### src/rtl/muldiv_unit.sv
// Multi-cycle multiply/divide sequencer owning the HI/LO registers.
// MULT/MULTU take one compute cycle; DIV/DIVU use a 32-step restoring divider.
module muldiv_unit (
  input  logic        clk,
  input  logic        rst,
  input  logic        op_valid,
  input  logic [5:0]  funct,
  input  logic        flush,
  input  logic [31:0] operand_1,
  input  logic [31:0] operand_2,
  output logic        stall_request,
  output logic        done,
  output logic [31:0] result,
  output logic [31:0] hi_out,
  output logic [31:0] lo_out
);

  localparam logic [5:0] FN_MFHI  = 6'h10;
  localparam logic [5:0] FN_MTHI  = 6'h11;
  localparam logic [5:0] FN_MFLO  = 6'h12;
  localparam logic [5:0] FN_MTLO  = 6'h13;
  localparam logic [5:0] FN_MULT  = 6'h18;
  localparam logic [5:0] FN_MULTU = 6'h19;
  localparam logic [5:0] FN_DIV   = 6'h1A;
  localparam logic [5:0] FN_DIVU  = 6'h1B;

  typedef enum logic [1:0] {
    S_IDLE = 2'd0,
    S_MUL  = 2'd1,
    S_DIV  = 2'd2,
    S_DONE = 2'd3
  } state_e;

  state_e      state_q, state_d;
  logic [31:0] hi_q, hi_d;
  logic [31:0] lo_q, lo_d;
  logic [31:0] op1_q, op1_d;
  logic [31:0] op2_q, op2_d;
  logic        msigned_q, msigned_d;
  logic [63:0] rq_q, rq_d;
  logic [4:0]  cnt_q, cnt_d;
  logic        qneg_q, qneg_d;
  logic        rneg_q, rneg_d;

  logic        sdiv_s;
  logic [31:0] abs1_s;
  logic [31:0] abs2_s;
  logic [63:0] ext1_s;
  logic [63:0] ext2_s;
  logic [63:0] product_s;
  logic [32:0] partial_s;
  logic [32:0] diff_s;
  logic [63:0] rq_step_s;
  logic [31:0] quot_s;
  logic [31:0] rem_s;

  // Operand conditioning, product and one restoring-division step.
  always_comb begin
    sdiv_s    = (funct == FN_DIV);
    abs1_s    = (sdiv_s && operand_1[31]) ? (32'd0 - operand_1) : operand_1;
    abs2_s    = (sdiv_s && operand_2[31]) ? (32'd0 - operand_2) : operand_2;
    ext1_s    = {{32{msigned_q & op1_q[31]}}, op1_q};
    ext2_s    = {{32{msigned_q & op2_q[31]}}, op2_q};
    product_s = ext1_s * ext2_s;
    // Shifted remainder can reach 2*divisor, so compare on 33 bits.
    partial_s = rq_q[63:31];
    diff_s    = partial_s - {1'b0, op2_q};
    if (!diff_s[32]) begin
      rq_step_s = {diff_s[31:0], rq_q[30:0], 1'b1};
    end else begin
      rq_step_s = {rq_q[62:0], 1'b0};
    end
    quot_s = qneg_q ? (32'd0 - rq_step_s[31:0])  : rq_step_s[31:0];
    rem_s  = rneg_q ? (32'd0 - rq_step_s[63:32]) : rq_step_s[63:32];
  end

  // Next-state, HI/LO update and stall/done generation.
  always_comb begin
    state_d       = state_q;
    hi_d          = hi_q;
    lo_d          = lo_q;
    op1_d         = op1_q;
    op2_d         = op2_q;
    msigned_d     = msigned_q;
    rq_d          = rq_q;
    cnt_d         = cnt_q;
    qneg_d        = qneg_q;
    rneg_d        = rneg_q;
    stall_request = 1'b0;
    done          = 1'b0;
    case (state_q)
      S_IDLE: begin
        if (op_valid && !flush) begin
          case (funct)
            FN_MULT, FN_MULTU: begin
              op1_d         = operand_1;
              op2_d         = operand_2;
              msigned_d     = (funct == FN_MULT);
              stall_request = 1'b1;
              state_d       = S_MUL;
            end
            FN_DIV, FN_DIVU: begin
              stall_request = 1'b1;
              if (operand_2 == 32'd0) begin
                hi_d    = operand_1;
                lo_d    = 32'hFFFF_FFFF;
                state_d = S_DONE;
              end else begin
                rq_d    = {32'd0, abs1_s};
                op2_d   = abs2_s;
                qneg_d  = sdiv_s & (operand_1[31] ^ operand_2[31]);
                rneg_d  = sdiv_s & operand_1[31];
                cnt_d   = 5'd0;
                state_d = S_DIV;
              end
            end
            FN_MTHI: hi_d = operand_1;
            FN_MTLO: lo_d = operand_1;
            default: ;
          endcase
        end else begin
          state_d = S_IDLE;
        end
      end
      S_MUL: begin
        stall_request = 1'b1;
        if (flush) begin
          state_d = S_IDLE;
        end else begin
          hi_d    = product_s[63:32];
          lo_d    = product_s[31:0];
          state_d = S_DONE;
        end
      end
      S_DIV: begin
        stall_request = 1'b1;
        if (flush) begin
          state_d = S_IDLE;
        end else begin
          rq_d  = rq_step_s;
          cnt_d = cnt_q + 5'd1;
          if (cnt_q == 5'd31) begin
            lo_d    = quot_s;
            hi_d    = rem_s;
            state_d = S_DONE;
          end else begin
            state_d = S_DIV;
          end
        end
      end
      S_DONE: begin
        done    = 1'b1;
        state_d = S_IDLE;
      end
      default: state_d = S_IDLE;
    endcase
  end

  // State and datapath registers with synchronous reset.
  always_ff @(posedge clk) begin
    if (rst) begin
      state_q   <= S_IDLE;
      hi_q      <= 32'd0;
      lo_q      <= 32'd0;
      op1_q     <= 32'd0;
      op2_q     <= 32'd0;
      msigned_q <= 1'b0;
      rq_q      <= 64'd0;
      cnt_q     <= 5'd0;
      qneg_q    <= 1'b0;
      rneg_q    <= 1'b0;
    end else begin
      state_q   <= state_d;
      hi_q      <= hi_d;
      lo_q      <= lo_d;
      op1_q     <= op1_d;
      op2_q     <= op2_d;
      msigned_q <= msigned_d;
      rq_q      <= rq_d;
      cnt_q     <= cnt_d;
      qneg_q    <= qneg_d;
      rneg_q    <= rneg_d;
    end
  end

  // Move-from read port.
  always_comb begin
    case (funct)
      FN_MFHI: result = hi_q;
      FN_MFLO: result = lo_q;
      default: result = 32'd0;
    endcase
  end

  assign hi_out = hi_q;
  assign lo_out = lo_q;

endmodule
### config.mk
export PLATFORM = sky130hd
export DESIGN_NAME = muldiv_unit
export DESIGN_NICKNAME = d
export VERILOG_FILES = /design/src/rtl/muldiv_unit.sv
export SDC_FILE = /design/constraint.sdc
export NUM_CORES = 2
export LEC_CHECK = 0
export ABC_AREA = 1
export CAP_MARGIN = 15
export CORE_UTILIZATION = 55
export DETAILED_ROUTE_END_ITERATION = 12
export GPL_TIMING_DRIVEN = 0
export HOLD_SLACK_MARGIN = 0.1
export PLACE_DENSITY = 0.73
export SETUP_SLACK_MARGIN = 0.4
export SLEW_MARGIN = 10
export SYNTH_ARGS = -nofsm -noshare
export SYNTH_HDL_FRONTEND = slang
export SYNTH_SLANG_ARGS = --single-unit
### constraint.sdc
create_clock -name clk -period 15.5 [get_ports clk]
set_clock_uncertainty 0.2 [all_clocks]
set_input_delay 1.55 -clock clk [delete_from_list [all_inputs] [get_ports clk]]
set_output_delay 1.55 -clock clk [all_outputs]
set_load 0.1 [all_outputs]
==> results.py <==
metrics = {
    "run_status": {
        "status": "finished clean",
    },
    "final_layout": {
        "layout.nets": 9141,
        "finalNonFillerCells": 8992,
        "drive_above_1_share_pct": 2.04,
        "area_growth_pct": 7.74,
        "regArea_sq_mm": 0.00404,
        "multi_input_area_sq_mm": 0.0419,
        "n_fill_cell": 9318,
    },
    "global_routing": {
        "globalRouteTotalUtil_pct": 47.8,
        "grt_antenna_before_repair": 13,
        "grt_pass1_vias": 52400,
        "grt_pass1_wl_mm": 349,
        "grt_max_degree": 25,
        "grt_overflow": 0,
    },
    "clock_tree": {
        "postCtsResizedCells": 0,
        "cts_root_buf": "clkbuf_16",
        "clk_latency_ns": 0.57,
        "cts_tree": "done",
        "post-cts-setup-buffers": 0,
        "cts_buffer_depth": 3,
        "cts.sinks": 202,
        "postCtsHoldBufs": 0,
        "cts_made_buffers": 23,
        "clkSlewWorstSetupHoldPaths_ns": 0.06,
        "h-tree-depth": 1,
    },
    "worst_setup_path": {
        "r2r_cells": 33,
        "critical_path.startpoint": "op1_q[31]$_SDFFE_PP0P_",
        "r2r-start": "op1_q[31]$_SDFFE_PP0P_",
        "worstSetupPathType": "reg -> reg",
        "cp.required_ns": 15.75,
        "cp.arrival_ns": 11.50,
        "reg2reg_slack_ns": 4.25,
        "endpoint": "hi_out[29]$_SDFFE_PP0P_",
        "cpPeakStageDelay_ns": 0.93,
        "cp_max_fo": 10,
        "path_depth": 33,
        "cpMostUsedCell": "fa_1",
        "r2r_end": "hi_out[29]$_SDFFE_PP0P_",
        "cpLargestDelayFamily": "adder cells",
        "critical-path-slowest-cell": "nor4_1",
        "critPathLaunchType": "flop",
        "critPathCaptureType": "flop",
        "cp_num_buf_inv": 9,
    },
    "sta": {
        "period_share_pct": 72.6,
        "fin_crit_ns": 11.25,
        "worst_pin_slew_ns": 1.38,
        "drv_slew": 0,
        "hold_viol_final": 0,
        "clock.fmax_mhz": 88.9,
        "setup_viol": 0,
        "max_slew_margin_pct": 7.74,
        "tns_ns": 0,
        "rsz0062_at_grt": "no",
    },
    "floorplanning": {
        "start_util_pct": 55.7,
        "pin_count": 172,
        "die_w_um": 318,
        "dieArea_sq_mm": 0.101,
        "row_count": 115,
        "fp.dieH_um": 318,
        "coreArea_sq_mm": 0.0986,
    },
    "min_path": {
        "hold_class": "reg -> reg",
        "hold_start": "cnt_q[4]$_SDFFE_PP0P_",
    },
    "placement": {
        "dp_cells": 8945,
        "io_buffers": 170,
        "gp_congestion": 1.10,
        "dpl.hpwl_mm": 203,
    },
    "detailed_routing": {
        "viasPerCell": 5.75,
        "drt_iter0_drc": 5823,
        "postRouteAntennaNets": 0,
        "drc": 0,
        "routed_wl_mm": 238,
        "wl_per_cell_um": 26.5,
        "drt-pass1-iter-count": 6,
        "via_count": 51700,
    },
    "synthesis": {
        "synthFlopType": "dfxtp_1",
        "synth_top_area_cell": "fa_1",
        "ys_types": 58,
        "synth_edf_count": 0,
        "synthTopCellsByArea": "fa_1 (41%), inv_1 (13%), nand2_1 (13%)",
        "yosys.area.top_type_share_pct": 41.1,
        "ys_top_cells_by_count": "inv_1 (1956), nand2_1 (1888), fa_1 (1126)",
        "synth_area_sq_mm": 0.0549,
        "synth-seq-cells": 202,
        "synthArstFlopShare_pct": 0,
        "ys_warn_count": 0,
        "seq_area_frac_synth_pct": 7.37,
        "synth_nets": 8940,
        "synth_most_common_cell": "inv_1",
        "netlist_instances": 7485,
        "avgSynthCellArea_sq_um": 7.33,
    },
    "power_and_ir_drop": {
        "power_leakage_nw": 30.6,
        "power.internal_mw": 1.09,
        "p_clk_share_pct": 33.3,
        "netSwitchingFraction_pct": 41.9,
        "p_sw_mw": 0.787,
        "cellPowerDensity_mw_per_mm2": 31.8,
        "seqPwrFrac_pct": 29.0,
        "power_frac_comb_pct": 37.7,
        "ir_worst_vdd_v": 0.0000843,
    },
    "flow_run": {
        "drv_cap": 0,
    },
}
## power groups by stage
| stage | sequential [mW] | combinational [mW] | clock, mW |
|---|---|---|---|
| 3_3_place_gp | 0.555 | 0.675 | 0 |
| 4_1_cts | 0.544 | 0.678 | 0.625 |
| 5_1_grt | 0.545 | 0.742 | 0.644 |
| 3_5_place_dp | 0.555 | 0.674 | 0 |
| 6_report | 0.544 | 0.708 | 0.626 |
| 2_1_floorplan | 0.614 | 0.372 | 0 |
## metal layers
layer / track usage, % / wire (um)
met3: 12.3 / 26900
met4: 42.1 / 26200
met5: 0 / 110
met2: 71.1 / 101000
met1: 57.5 / 84300
## how the worst min path moves through the flow
stage / endpoint / slack, ns / cells after the start
2_1_floorplan: cnt_q[4]$_SDFFE_PP0P_ / 0.25 / 2
3_3_place_gp: cnt_q[4]$_SDFFE_PP0P_ / 0.26 / 2
3_5_place_dp: cnt_q[4]$_SDFFE_PP0P_ / 0.27 / 2
4_1_cts: cnt_q[4]$_SDFFE_PP0P_ / 0.28 / 2
5_1_grt: lo_out[4]$_SDFFE_PP0P_ / 0.30 / 2
6_report: cnt_q[4]$_SDFFE_PP0P_ / 0.28 / 2
## state kept, by name, summed over array words and instances (netlist names)
name / count
rq_q: 64
hi_out: 32
lo_out: 32
op1_q: 32
op2_q: 32
cnt_q: 5
state_q: 2
msigned_q: 1
qneg_q: 1
rneg_q: 1
## cell families (layout without fill, tap and decap cells)
group                    count (synthesis)  after routing  share of synthesized area (%)
buffers and inverters                 2356           2573                           16.3
AO/OA/AOI/OAI                          792            792                           8.23
other                                    0              3                              0
adder cells (fa/ha/maj)               1381           1381                           46.9
AND/OR/NAND/NOR                       2652           2652                           19.6
flip-flops                             202            202                           7.37
XOR/XNOR                               102            102                           1.63
## through the flow
stage / util [%] / setup WS, ns / instance area (sq um) / hold WS (ns) / power [mW]
after detailed placement: 59.1 / 4.75 / 58200 / 0.269 / 1.23
after CTS: 59.9 / 4.70 / 59100 / 0.277 / 1.85
after global placement: 59.0 / 4.69 / 58200 / 0.259 / 1.23
after global routing: 60.0 / 4.26 / 59100 / 0.302 / 1.93
after floorplan: - / 7.37 / 54900 / 0.250 / 0.986
final: 60.0 / 4.25 / 59100 / 0.277 / 1.88
## tightest hold or removal path: cells and delay by family (launching register included)
family	cells	cell delay (ns)
compound gates	1	0.06
simple gates	1	0.06
flops	1	0.31
## placed cells by master, fill, tap and decap left out, drive strengths merged, types with 45 or more instances in the layout
| cell | synthesis | routed |
|---|---|---|
| dfxtp | 202 | 202 |
| nand3 | 216 | 216 |
| a21oi | 329 | 329 |
| nand2 | 1917 | 1917 |
| nor2 | 384 | 384 |
| clkdlybuf4s50 | 0 | 170 |
| nor3 | 45 | 45 |
| clkbuf | 358 | 390 |
| fa | 1126 | 1126 |
| ha | 255 | 255 |
| inv | 1968 | 1970 |
| xor2 | 72 | 72 |
| o21ai | 229 | 229 |
## final cells by class
class	instances	area share (%)
Clock inverter	9	0.305
Clock buffer	32	1.12
Sequential cell	202	6.84
Timing Repair Buffer	176	2.99
Antenna cell	3	0.0127
Multi-Input combinational cell	4927	70.9
Inverter	1968	12.5
Buffer	388	2.62
Tap cell	1287	2.72
Note: power is estimated with default switching activity, not from simulation.
